**src/rtl/tlp_tx_arbiter.sv**
```systemverilog
// Packet-atomic round-robin arbiter for the TLP egress path.
// Each class is gated by a header-credit counter. A credit is consumed when a
// packet is granted. A grant stays locked to one requester until its EOP beat
// transfers. There is one idle (bubble) cycle between packets.
module tlp_tx_arbiter #(
  parameter int NUM_REQ        = 3,
  parameter int SEL_W          = 2,
  parameter int TLP_DATA_WIDTH = 128,
  parameter int TLP_HDR_WIDTH  = 128,
  parameter int CRED_W         = 8,
  parameter int CRED_INIT      = 8
) (
  input  logic                              clk,
  input  logic                              rst,
  input  logic [NUM_REQ-1:0]                req_valid,
  input  logic [NUM_REQ-1:0]                req_sop,
  input  logic [NUM_REQ-1:0]                req_eop,
  input  logic [NUM_REQ*TLP_DATA_WIDTH-1:0] req_data,
  input  logic [NUM_REQ*TLP_HDR_WIDTH-1:0]  req_hdr,
  output logic [NUM_REQ-1:0]                req_ready,
  output logic [TLP_DATA_WIDTH-1:0]         out_data,
  output logic [TLP_HDR_WIDTH-1:0]          out_hdr,
  output logic                              out_valid,
  output logic                              out_sop,
  output logic                              out_eop,
  output logic [SEL_W-1:0]                  out_src,
  input  logic                              out_ready,
  input  logic [NUM_REQ-1:0]                cred_ret,
  output logic [NUM_REQ*CRED_W-1:0]         cred_avail,
  output logic                              err_sop
);

  // state | meaning
  // IDLE  | bubble cycle: pick the next winner, consume its credit
  // PKT   | forward the granted requester until its EOP beat transfers
  localparam logic [0:0] ST_IDLE = 1'b0;
  localparam logic [0:0] ST_PKT  = 1'b1;

  logic [0:0]                state;
  logic [SEL_W-1:0]          grant;
  logic [SEL_W-1:0]          last_grant;
  logic [SEL_W-1:0]          winner;
  logic                      win_found;
  logic                      in_pkt;
  logic                      xfer;
  logic [NUM_REQ-1:0]        eligible;
  logic [NUM_REQ-1:0]        consume;
  logic [CRED_W-1:0]         cred [NUM_REQ];
  logic                      sel_valid;
  logic                      sel_sop;
  logic                      sel_eop;
  logic [TLP_DATA_WIDTH-1:0] sel_data;
  logic [TLP_HDR_WIDTH-1:0]  sel_hdr;

  assign in_pkt = (state == ST_PKT);
  assign xfer   = out_valid & out_ready;

  // Eligibility: a packet start with at least one credit left
  always_comb begin
    eligible = '0;
    for (int i = 0; i < NUM_REQ; i++)
      eligible[i] = req_valid[i] & req_sop[i] & (cred[i] != '0);
  end

  // Round-robin pick. Indices above last_grant win over the wrapped ones; the lowest index wins within each group.
  always_comb begin
    win_found = 1'b0;
    winner    = '0;
    for (int i = NUM_REQ - 1; i >= 0; i--) begin
      if (eligible[i] && (SEL_W'(i) <= last_grant)) begin
        win_found = 1'b1;
        winner    = SEL_W'(i);
      end
    end
    for (int i = NUM_REQ - 1; i >= 0; i--) begin
      if (eligible[i] && (SEL_W'(i) > last_grant)) begin
        win_found = 1'b1;
        winner    = SEL_W'(i);
      end
    end
  end

  // Per-class credit consume strobe (only on the IDLE->PKT transition)
  always_comb begin
    consume = '0;
    for (int i = 0; i < NUM_REQ; i++)
      consume[i] = (state == ST_IDLE) && win_found && (winner == SEL_W'(i));
  end

  // Mux of the granted requester's beat
  always_comb begin
    sel_valid = 1'b0;
    sel_sop   = 1'b0;
    sel_eop   = 1'b0;
    sel_data  = '0;
    sel_hdr   = '0;
    for (int i = 0; i < NUM_REQ; i++) begin
      if (grant == SEL_W'(i)) begin
        sel_valid = req_valid[i];
        sel_sop   = req_sop[i];
        sel_eop   = req_eop[i];
        sel_data  = req_data[i*TLP_DATA_WIDTH +: TLP_DATA_WIDTH];
        sel_hdr   = req_hdr[i*TLP_HDR_WIDTH +: TLP_HDR_WIDTH];
      end
    end
  end

  // Egress outputs are forced quiet in IDLE
  always_comb begin
    out_valid = in_pkt & sel_valid;
    out_sop   = in_pkt & sel_sop;
    out_eop   = in_pkt & sel_eop;
    out_src   = in_pkt ? grant : '0;
    out_data  = in_pkt ? sel_data : '0;
    out_hdr   = in_pkt ? sel_hdr : '0;
  end

  // Backpressure passes only to the granted requester
  always_comb begin
    req_ready = '0;
    for (int i = 0; i < NUM_REQ; i++)
      req_ready[i] = in_pkt && (grant == SEL_W'(i)) && out_ready;
  end

  // Flatten the credit counters for observation
  always_comb begin
    cred_avail = '0;
    for (int i = 0; i < NUM_REQ; i++)
      cred_avail[i*CRED_W +: CRED_W] = cred[i];
  end

  // Arbitration FSM, grant bookkeeping and sticky SOP error
  always_ff @(posedge clk) begin
    if (rst) begin
      state      <= ST_IDLE;
      grant      <= '0;
      last_grant <= SEL_W'(NUM_REQ - 1);
      err_sop    <= 1'b0;
    end else begin
      case (state)
        ST_IDLE: begin
          if (|(req_valid & ~req_sop))
            err_sop <= 1'b1;
          if (win_found) begin
            grant <= winner;
            state <= ST_PKT;
          end
        end
        ST_PKT: begin
          if (xfer && out_eop) begin
            last_grant <= grant;
            state      <= ST_IDLE;
          end
        end
        default: state <= ST_IDLE;
      endcase
    end
  end

  // Credit counters: consume on grant, saturating return, simultaneous events cancel
  always_ff @(posedge clk) begin
    for (int i = 0; i < NUM_REQ; i++) begin
      if (rst)
        cred[i] <= CRED_W'(CRED_INIT);
      else if (consume[i] && !cred_ret[i])
        cred[i] <= cred[i] - CRED_W'(1);
      else if (cred_ret[i] && !consume[i] && (cred[i] != '1))
        cred[i] <= cred[i] + CRED_W'(1);
    end
  end

endmodule

```
**config.mk**
```make
export PLATFORM = sky130hd
export DESIGN_NAME = tlp_tx_arbiter
export DESIGN_NICKNAME = d
export VERILOG_FILES = /design/src/rtl/tlp_tx_arbiter.sv
export SDC_FILE = /design/constraint.sdc
export NUM_CORES = 1
export LEC_CHECK = 0
export CORE_AREA = 2 2 421 423
export CTS_CLUSTER_SIZE = 12
export DETAILED_ROUTE_END_ITERATION = 6
export DIE_AREA = 0 0 423 425
export PLACE_DENSITY = 0.33
export SYNTH_ARGS = -nofsm -noshare
export SYNTH_HDL_FRONTEND = slang
export SYNTH_SLANG_ARGS = --single-unit
```
**constraint.sdc**
```tcl
create_clock -name clk -period 3.79 [get_ports clk]
set_input_delay 0.9475 -clock clk [delete_from_list [all_inputs] [get_ports clk]]
set_output_delay 0.9475 -clock clk [all_outputs]
set_load 0.03 [all_outputs]
```
After elaboration in Yosys (flattened, before gate mapping) --
Memories as Yosys holds them, arrays and structs flattened. Cells that the tools add are included.
Operators by class: add/subtract/negate cells 6, order comparisons 6, eq/ne operators 7, multiplexer cells 62, bitwise gates (word level) 19, reductions and logical operators 41
Operators with widths (count):
- two-way mux 128 bit | 8
- two-way mux 8 bit | 6
- two-way mux 1 bit | 40
- logical AND 1 bit | 26
- adder 8 x 1 -> 8 bit (second input constant) | 3
- != test 8 bit (second input constant) | 3
- nonzero test 8 bit | 3
- subtractor 8 x 1 -> 8 bit (second input constant) | 3
- two-way mux 2 bit | 7
- AND 1 bit | 10
- zero test 1 bit | 6
- bitwise OR 1 bit | 6
- AND reduction 2 bit | 3
- equality test 2 x 1 -> 1 bit (second input constant) | 2
- equality test 2 bit (second input constant) | 2
- greater-than comparator 1 x 2 -> 1 bit (first input constant) | 2
- less-or-equal comparator 1 x 2 -> 1 bit (first input constant) | 2
- zero test 2 bit | 2
- AND 3 bit | 1
- NOT 3 bit | 1
- OR reduction 3 bit | 1
- greater-than comparator 2 bit (first input constant) | 1
- less-or-equal comparator 2 bit (first input constant) | 1
- case mux 1 bit (2 select lines) | 1
- NOT 1 bit | 1
Word-level totals: register bits 6, bits in writable memories 24, output and inout bits 289, word-level logic and storage cells 146, memories kept 1
Memories:
- cred | words 3, bits a word 8, read ports 3, clocked after Yosys merged registers in 0, wr ports 3, line 48 | logic [CRED_W-1:0] cred [NUM_REQ];

Depth between registers and ports, before layout --
Gate-level depths: netlist (run 1).
depth in word-level cells 19, mapped depth 14

Worst setup path before layout (run 1) --
OpenSTA, ideal clock, no wires.
kind reg-to-reg, start point memory cred[1][0], end point memory cred[2][7] (data pin), setup time 0.267 ns, arrival 3.215 ns, path slack 0.308 ns, stages on the path, launching flop included 15, path buffers 0, cells stage by stage edfxtp_1 inv_1 ha_1 nor3b_2 a21oi_1 a21oi_1 o21ai_1 nand2_1 ha_1 a21o_2 a211oi_1 nor2_1 o41ai_1 xor2_1 mux2i_1
RTL lines (line):
- from (decl) | 48

Worst setup path after layout (run 1) --
start point input req_data[102], end point output out_data[102]
On the way: word-level cells in the longest chain between the ends 4
Ends and longest elaborated chain:
- from (decl) | line 18 | input logic [NUM_REQ*TLP_DATA_WIDTH-1:0] req_data,
- two-way mux 128 bit (3 in a row) | line 98 | if (grant == SEL_W'(i)) begin
- two-way mux 128 bit | line 114 | out_data = in_pkt ? sel_data : '0;
- to (decl) | line 21 | output logic [TLP_DATA_WIDTH-1:0] out_data,
No other way between the ends.

==> out/metrics.cfg, run 1 <==
[synth]
syn-cell-area_sq_um = 9311
synth_nets = 2189
synth_compound_area_frac = 0.1952
synth-simple-area-share = 0.3500
synth_xor_area_frac = 0.005644
synth_mux_area_frac = 0.2831
synth_cells = 1395
yosys.area.top_type_share = 0.2816
ys_async_sr_fraction = 0
synth_fa_ha_area_frac = 0.01559
synth_top_cells_by_area = mux2i_1, and2_1, o21ai_0
synth_cell_types = 63
synth_area_per_cell_sq_um = 6.675
synth_top_family_by_area = simple AND/OR/NAND/NOR gates
synth-seq-area-share = 0.09030
synth_ff_type = edfxtp_1
ys_ff_latch = 30
synth_edf_count = 24
synth_area_leader_cell = mux2i_1
yosysWarnings = 0

[die]
chipHeight_microns = 425
rows = 154
core-area_sq_um = 175300
die_w_microns = 423
pin_count = 1072
die_area_sq_um = 179800
start_util = 0.05310

[setup_path]
crit_family = buffers and inverters
crit_top_cell = clkdlybuf4s50_1
slowest_delay_ns = 0.70
criticalPathCategory = primary input to primary output
end_kind = primary output
required_ns = 2.84
arrival_ns = 2.67
path_cells = clkdlybuf4s50_1, mux2i_1, o21ai_0, and2_1, clkdlybuf4s50_1
crit_path_top_delay_cell = clkdlybuf4s50_1
crit_path_start_kind = primary input
cp_num_buf_inv = 2
crit_fanout = 1

[detailed_routing]
drt-wirelength-per-cell_microns = 26.30
antenna_left = 0
dr_total_vias = 15050
dr.pass1.iters = 5
drc = 0
dr.first_iter.drc_count = 757
viasPerCell = 3.134
wirelength_microns = 126300

[global_route]
grt_pass1_wl_microns = 157300
grt_use_met2 = 0.2467
use_met1 = 0.1457
grt-ovfl-total = 0
grt.met3_usage = 0.04795
antenna_found_initial = 158
grt_pass1_vias = 14790
grt_util_all_layers = 0.1323
grt_most_used_layer = met2
grt_max_degree = 84

[clock_tree]
htree_levels = 2
clk_transition_reported_paths_ns = 0.05
cts_setup_buffers = 0
cts-root-buf = clkbuf_16
clockBufferDepth = 2
cts.sinks = 30
cts_buffers = 5
cts_tree = yes
clock_latency_ns = 0.29
holdBufCountCts = 0

[timing]
worst_slack_ns = 0.1771
period_needed_ns = 3.613
setup_tns_ns = 0
slew_viol_final = 0
slew_headroom = 0.4858
timing.hold.ws_ns = 0.4789
setup_viol_count_final = 0
rsz0062_at_grt = no
fin_crit_sh = 0.9533
max_freq_mhz = 276.8
worstMarginPinSlew_ns = 0.7713
final_hold_viol_count = 0
fin_skew_ns = 0.009075

[cells_and_area]
nNetsFinal = 3229
multi_input_area_sq_um = 7961
drive_above_1_share = 0.1059
syn_to_final_growth_pct = 155.7
layout.cells.non_filler = 4801
stdcell_area_sq_um = 23810
post-route-util = 0.1358
regArea_sq_um = 852.1
nFillCells = 20250

[pwr]
power_density_nw_per_um2 = 189.1
p_total_mw = 4.503
internal_power_mw = 2.443
combPwrFrac = 0.798
swShare = 0.4575
p_sw_mw = 2.060
clock_power_share = 0.091
power_frac_seq = 0.111
ir_drop_mv = 0.1280
leakagePower_nw = 7.832

[place]
gp_congestion = 0.8776
postPlaceCellArea_sq_um = 23550
port_buffers = 1071
dp_cells = 4768
place_ws_ns = -0.5240
detailed_place_hpwl_microns = 112800

[job]
drv_cap = 0

[run_status]
outcome = completed

[min_path]
hold_path.class = flop to flop

## registers in the layout, summed over array words and instances (netlist names)
register / count
cred: 24
grant: 2
last_grant: 2
err_sop: 1
in_pkt: 1
## kinds of logic after synthesis
| family | after synthesis |
|---|---|
| and+or+nand+nor | 618 |
| AOI/OAI and AO/OA | 326 |
| DFF | 30 |
| muxes | 263 |
| adders and majority gates | 11 |
| xor gates and xnor gates | 6 |
| buffers and inverters | 141 |
## power groups by stage
stage	combinational [mW]	clock [mW]	sequential (mW)
floorplan	1.39	0	0.570
global placement	3.64	0	0.509
detailed placement	3.64	0	0.510
CTS	3.66	0.419	0.504
global route	3.82	0.428	0.511
finish	3.60	0.409	0.499
## path summary, 6_finish.rpt
| kind | start | endpoint | slack, ns | cells after the start |
|---|---|---|---|---|
| max | req_data[102] | out_data[102] | 0.18 | 5 |
| min | err_sop | err_sop | 0.48 | 2 |
| max reg2reg | cred[0][1] | cred[2][7] | 0.40 | 15 |
| min reg2reg | err_sop | err_sop | 0.48 | 2 |
## cells in the final DEF (no fill, tap or decap), types with 3 or more instances in the layout
cell type        instances
buf_12                  61
o21a_1                   4
and3_1                  10
clkdlybuf4s50_1        931
a21o_1                   3
ha_1                    10
o21ai_0                262
o221ai_1                 5
a221oi_1                 5
and2_1                 263
nand2_1                269
mux2i_1                262
nor3_1                   6
nor2_1                  29
dfxtp_4                  3
nand3_1                  3
inv_1                   18
a22oi_1                  3
buf_4                  158
diode_2                 25
nor4_4                   6
nand2_4                  3
edfxtp_1                24
a21oi_1                 16
dlymetal6s2s_1           6
dfxtp_1                  3
a211oi_2                 5
nand2b_1                 6
clkbuf_16                5
xor2_1                   4
nor2b_1                  3
## timing repair
| action | 4_1_cts | 5_1_grt |
|---|---|---|
| endpoints found under the setup margin | 2 | 3 |
| resized for setup | 5 | 11 |
| pin swaps | 0 | 2 |
## layer usage
| layer | share of wire | vias to the layer above |
|---|---|---|
| met1 | 0.37 | 7033 |
| met3 | 0.088 | 281 |
| met4 | 0.018 | 106 |
| met5 | 0.0054 | - |
| met2 | 0.52 | 700 |
| li1 | - | 6925 |
## area by class of cell
cell class              count  area share
diodes                     25    0.002627
clock buffers               6    0.005412
clock inverters             2   0.0004204
inverters                  18    0.002837
multi-input cells        1224      0.3343
flip-flops and latches     30     0.03578
well taps                2340      0.1230
repair buffers           1156      0.4956
## Yosys cell counts, types with 3 or more instances
cell and n:
nor2b_1 4, o21ai_0 262, edfxtp_1 24, a22oi_1 3, nor2_1 29, ha_1 10
buf_1 22, a221oi_1 5, clkbuf_1 82, dfxtp_1 6, nand2_1 272, inv_1 18
o221ai_1 5, nand3_1 3, buf_2 18, o21a_1 4, xor2_1 4, and2_1 263
nor4_4 6, mux2i_1 262, a211oi_2 4, a21oi_1 17, nand2b_1 6, nor3_1 6
a21o_1 3, and3_1 10
## worst min-delay path, delay by kind of cell, from the launching register on
kind | cells | cell delay (ns)
flip-flops | 1 | 0.32
AND/OR/NAND/NOR | 2 | 0.12
Power figures use the tool's default switching activity.
==> inputs of run 2 (changes only) <==
CTS_CLUSTER_SIZE = 20   (was 12)
==> results of run 2 <==
The final DEF is identical to that of run 1; final timing and power are the same.
==> inputs of run 3 (changes only) <==
CTS_CLUSTER_DIAMETER = 40   (was default)
==> results of run 3 <==
The final DEF is identical to that of run 1; final timing and power are the same.
==> variant 1, RTL diff (settings of run 2) <==
Change the parameter `NUM_REQ` from 3 to 2.
--- a/src/rtl/tlp_tx_arbiter.sv
+++ b/src/rtl/tlp_tx_arbiter.sv
@@ -5,3 +5,3 @@
 module tlp_tx_arbiter #(
-  parameter int NUM_REQ        = 3,
+  parameter int NUM_REQ        = 2,
   parameter int SEL_W          = 2,
Ports: changed (8 resized); port bits go from 1072 to 803. The function was not compared with the original's and may differ.
==> variant 1 against run 2 <==
- design area is 25% lower
- critical path depth is 8 higher
- synthesized cell count is 47% lower
- die area stayed put
- register-to-register slack better by 0.15 ns
- sequential power is 32% lower
- routed wire length is 24% lower
- largest cell class unchanged
- setup slack better by 0.028 ns
- sequential cell count is 10 lower
- largest power group unchanged
- power is 28% lower
- area after synthesis is 36% lower
- clock power is 44% lower
- first-iteration DRC count is 57% lower
==> variant 1: results (changes against run 2) <==
* Register area at 568.0 sq um (-33%)
* Slew margin rel. at 0.3921 (-0.09371)
* Largest net degree at the start of global routing at 52 (-38%)
* Status: completed
* Port bufs at 801 (-25%)
* Comb pwr share at 0.824 (+0.026)
* 1st-pass router iterations at 4 (-1)
* Synth Area in XOR/XNOR at 0.008766 (+0.003123)
* WL met3 at 9904 um (-11%)
* Worst EP arrival at 3.59 ns (+0.92 ns)
* DRT met1 WL at 33,700 um (-27%)
* Vias in the first global route at 8,883 (-40%)
* Netlist cell types at 45 (-29%)
* HPWL Detailed at 90,330 um (-20%)
* Fillers at 20,420 (+0.79%)
* GRT Util Overall at 0.1009 (-0.03139)
* Met1 usage at 0.1042 (-0.04151)
* Initial detailed-routing violation count at 322 (-57%)
* First-pass GRT wire length at 114,300 um (-27%)
* Complex-gate fraction of the synthesized area at 0.04550 (-0.1497)
* Syn_nets at 1,271 (-42%)
* Pleak at 5.714 nW (-27%)
* Crit Path Max Fanout at 5 (+4)
* Vias/cell at 2.320 (-26%)
* CTS Buf Count at 3 (-2)
* Top-count cell post-synth: mux2i_1
* Routed WL at 96,110 um (-24%)
* Pre-CTS setup slack at -0.1575 ns (+0.3665 ns)
* Placed cells at 3,865 (-19%)
* Max FFs per register at 16 (-33%)
* Clock Latency Late Sink at 0.26 ns (-0.03 ns)
* Routed wl met2 at 50,190 um (-24%)
* Post-cts resize count at 0 (-5)
* Synth area leaders: mux2i_1 (44%), nor2b_1 (27%), edfxtp_1 (8.0%), buf_2 (2.4%), clkbuf_1 (2.1%)
variant 1: cell count changes after synthesis, moves of 11 or more:
cell | before | now
nor2b_1 | 4 | 260
inv_1 | 18 | 7
and2_1 | 263 | 2
buf_1 | 22 | 1
buf_2 | 18 | 29
nand2_1 | 272 | 10
o21ai_0 | 262 | 2
clkbuf_1 | 82 | 33
variant 1: cell type report:
| cell class | count | area share |
|---|---|---|
| clock inverter | 1 | 0.0002095 |
| antenna | 18 | 0.002514 |
| clock buffer | 3 | 0.004190 |
| timing repair buffer | 854 | 0.5113 |
| sequential | 20 | 0.03170 |
| tap | 2340 | 0.1634 |
| multi-input combinational | 644 | 0.2852 |
| inverter | 7 | 0.001466 |
variant 1: worst paths after layout:
path / startpoint / to / slack (ns) / cells past startpoint
max: req_valid[0] / cred[1][6] / 0.20 / 13
min: err_sop / err_sop / 0.47 / 2
max reg2reg: cred[0][1] / cred[1][7] / 0.55 / 13
min reg2reg: err_sop / err_sop / 0.47 / 2
==> variant 2, RTL diff (config.mk and constraints of run 2) <==
Without the edit above. Reset style: asynchronous (`rst`), changed in one clocked block.
--- a/src/rtl/tlp_tx_arbiter.sv
+++ b/src/rtl/tlp_tx_arbiter.sv
@@ -132,3 +132,3 @@
   // Arbitration FSM, grant bookkeeping and sticky SOP error
-  always_ff @(posedge clk) begin
+  always_ff @(posedge clk or posedge rst) begin
     if (rst) begin
Behaviour: differs if rst is asserted again (counterexample within 4 cycles, from zero or initial values and one cycle with rst high); with rst held inactive, the same outputs for 4 cycles.
==> variant 2 against run 2 <==
- first-iteration DRC count rose by 12%
- count of clock-buffer cells in the layout rose by 2
- area after synthesis fell by 7.3%
- design area fell by 2.6%
- fmax rose by 0.22%
- critical path depth rose by 2
- routed wire length fell by 5.2%
- sequential cell count did not move
- setup slack improved by 0.0079 ns
- sequential share of layout area rose by 0.21 points
- highest routed layer unchanged
Power is left out: it rests on default switching activity, and per cell area and clock period it moved more than threefold.
==> variant 2: results (changes against run 2) <==
* Routed WL at 119,800 um (-5.2%)
* Slew margin rel. at 0.5186 (+0.03275)
* Synth area leaders: mux2i_1 (30%), nor2_1 (23%), a21oi_1 (16%), edfxtp_1 (8.3%), clkbuf_1 (4.3%)
* First-pass GRT wire length at 150,600 um (-4.3%)
* Initial antenna violation count at 111 (-30%)
* Regs by FF count: cred: 24 flops, grant: 2 flops, last_grant: 2 flops
* Fillers at 20,370 (+0.58%)
* Fin nets at 3,282 (+1.6%)
* Routability cong. at 0.8871 (+1.1%)
* Max_cap viols at 0 (unchanged)
* H-tree Lvls at 2 (unchanged)
* Status: completed
* Seq/Total Area, Yosys at 0.1010 (+0.01072)
* 1st-pass router iterations at 5 (unchanged)
* HPWL Detailed at 107,600 um (-4.6%)
* GRT Util Overall at 0.1258 (-0.006464)
* Crit-path slowest cell: dfrtp_4
* Async set-or-reset flop fraction in the synthesized netlist at 0.2000 (+0.2000)
* Largest net degree at the start of global routing at 90 (+7.1%)
* Clock Skew at 0.002290 ns (-0.006785 ns)
* Hold path endpoint: err_sop
* Flop-to-flop setup slack at 0.36 ns (-0.04 ns)
* Clock Latency Late Sink at 0.28 ns
* Clock Tree Root: clkbuf_16
* Syn_nets at 2,202 (+0.59%)
* Worst hold stages at 1 (-1)
* CP max stage delay at 0.85 ns (+0.15 ns)
* Worst r2r path cells at 13 (-2)
* Worst EP arrival at 2.66 ns (about the same)
* R2r endpoint: cred[2][7]
* Initial detailed-routing violation count at 851 (+12%)
* Crit Path Max Fanout at 24 (+23)
* Reg-to-Reg Start: cred[1][0]
* Netlist cell types at 68 (+7.9%)
* Layout cells sized above 1 at 0.1683 (+0.06243)
* Top cells by count, synth: nor2_1 (538), a21oi_1 (273), mux2i_1 (260), clkbuf_1 (98)
* Final hold slack at 0.5057 ns (+0.02685 ns)
* Synth Area per Inst at 6.132 sq um (-8.1%)
* Hold path start: err_sop
* Vias/cell at 3.111 (-0.71%)
[variant 2: layout make-up]
type                       instances  area, sq um  area share
inverter                          16        67.56    0.002914
clock buffer                       8        136.4    0.005881
timing repair buffer            1203        11910      0.5135
multi-input combinational       1232         7222      0.3114
antenna                           19        47.55    0.002050
sequential                        30        879.6     0.03793
tap                             2340         2928      0.1263
[variant 2: how the worst max path moves through the flow]
| stage | start | end | slack (ns) | depth (start not counted) |
|---|---|---|---|---|
| after CTS | req_valid[0] | cred[2][7] | 0.06 | 12 |
| after detailed placement | req_valid[0] | cred[2][7] | -0.21 | 12 |
| after global placement | req_valid[0] | cred[2][7] | -0.28 | 12 |
| after global routing | req_sop[1] | cred[2][7] | -0.02 | 13 |
| after floorplan | cred[1][0] | cred[2][7] | 0.22 | 14 |
| final | grant[1] | out_data[86] | 0.18 | 7 |
[variant 2: worst max-delay path: cells and delay by family, from the launching register on]
family,cells,cell delay [ns]
DFF,1,0.85
buffers and inverters,3,0.64
and+or+nand+nor,2,0.62
muxes,1,0.10
AOI/OAI and AO/OA,1,0.08
[variant 2: kinds of logic (layout without fill, tap and decap cells)]
logic type | after synthesis | in the layout | share of synthesized area
buf+inv | 146 | 1227 | 0.06710
other cells | 0 | 19 | 0
flops | 30 | 30 | 0.1010
xor+xnor | 7 | 7 | 0.007102
fa+ha+maj | 11 | 11 | 0.01681
compound gates | 333 | 333 | 0.2172
simple gates | 620 | 620 | 0.2880
mux | 261 | 261 | 0.3028
[variant 2: metal layers]
metal | up-vias | track usage | part of all wire
met4 | 90 | 0.01340 | 0.014
met5 | - | 0 | 0.0048
met3 | 195 | 0.04494 | 0.097
met1 | 7121 | 0.1511 | 0.39
li1 | 7047 | - | -
met2 | 631 | 0.2202 | 0.49
[variant 2: repair_timing]
action | in CTS | in global routing
setup buffers | 0 | 1
resized for setup | 0 | 6
endpoints found under the setup margin | 0 | 2
[variant 2: per-stage QoR]
step | instance area (sq um) | utilization | cells | setup slack [ns]
final | 23190 | 0.1323 | 4848 | 0.1850
after global routing | 23150 | 0.1320 | 4832 | -0.01732
after CTS | 23100 | 0.1318 | 4828 | 0.06257
after detailed placement | 22970 | 0.1310 | 4820 | -0.2113
after global placement | 22970 | 0.1310 | 4820 | -0.2789
after floorplan | 8633 | - | 1408 | 0.2204
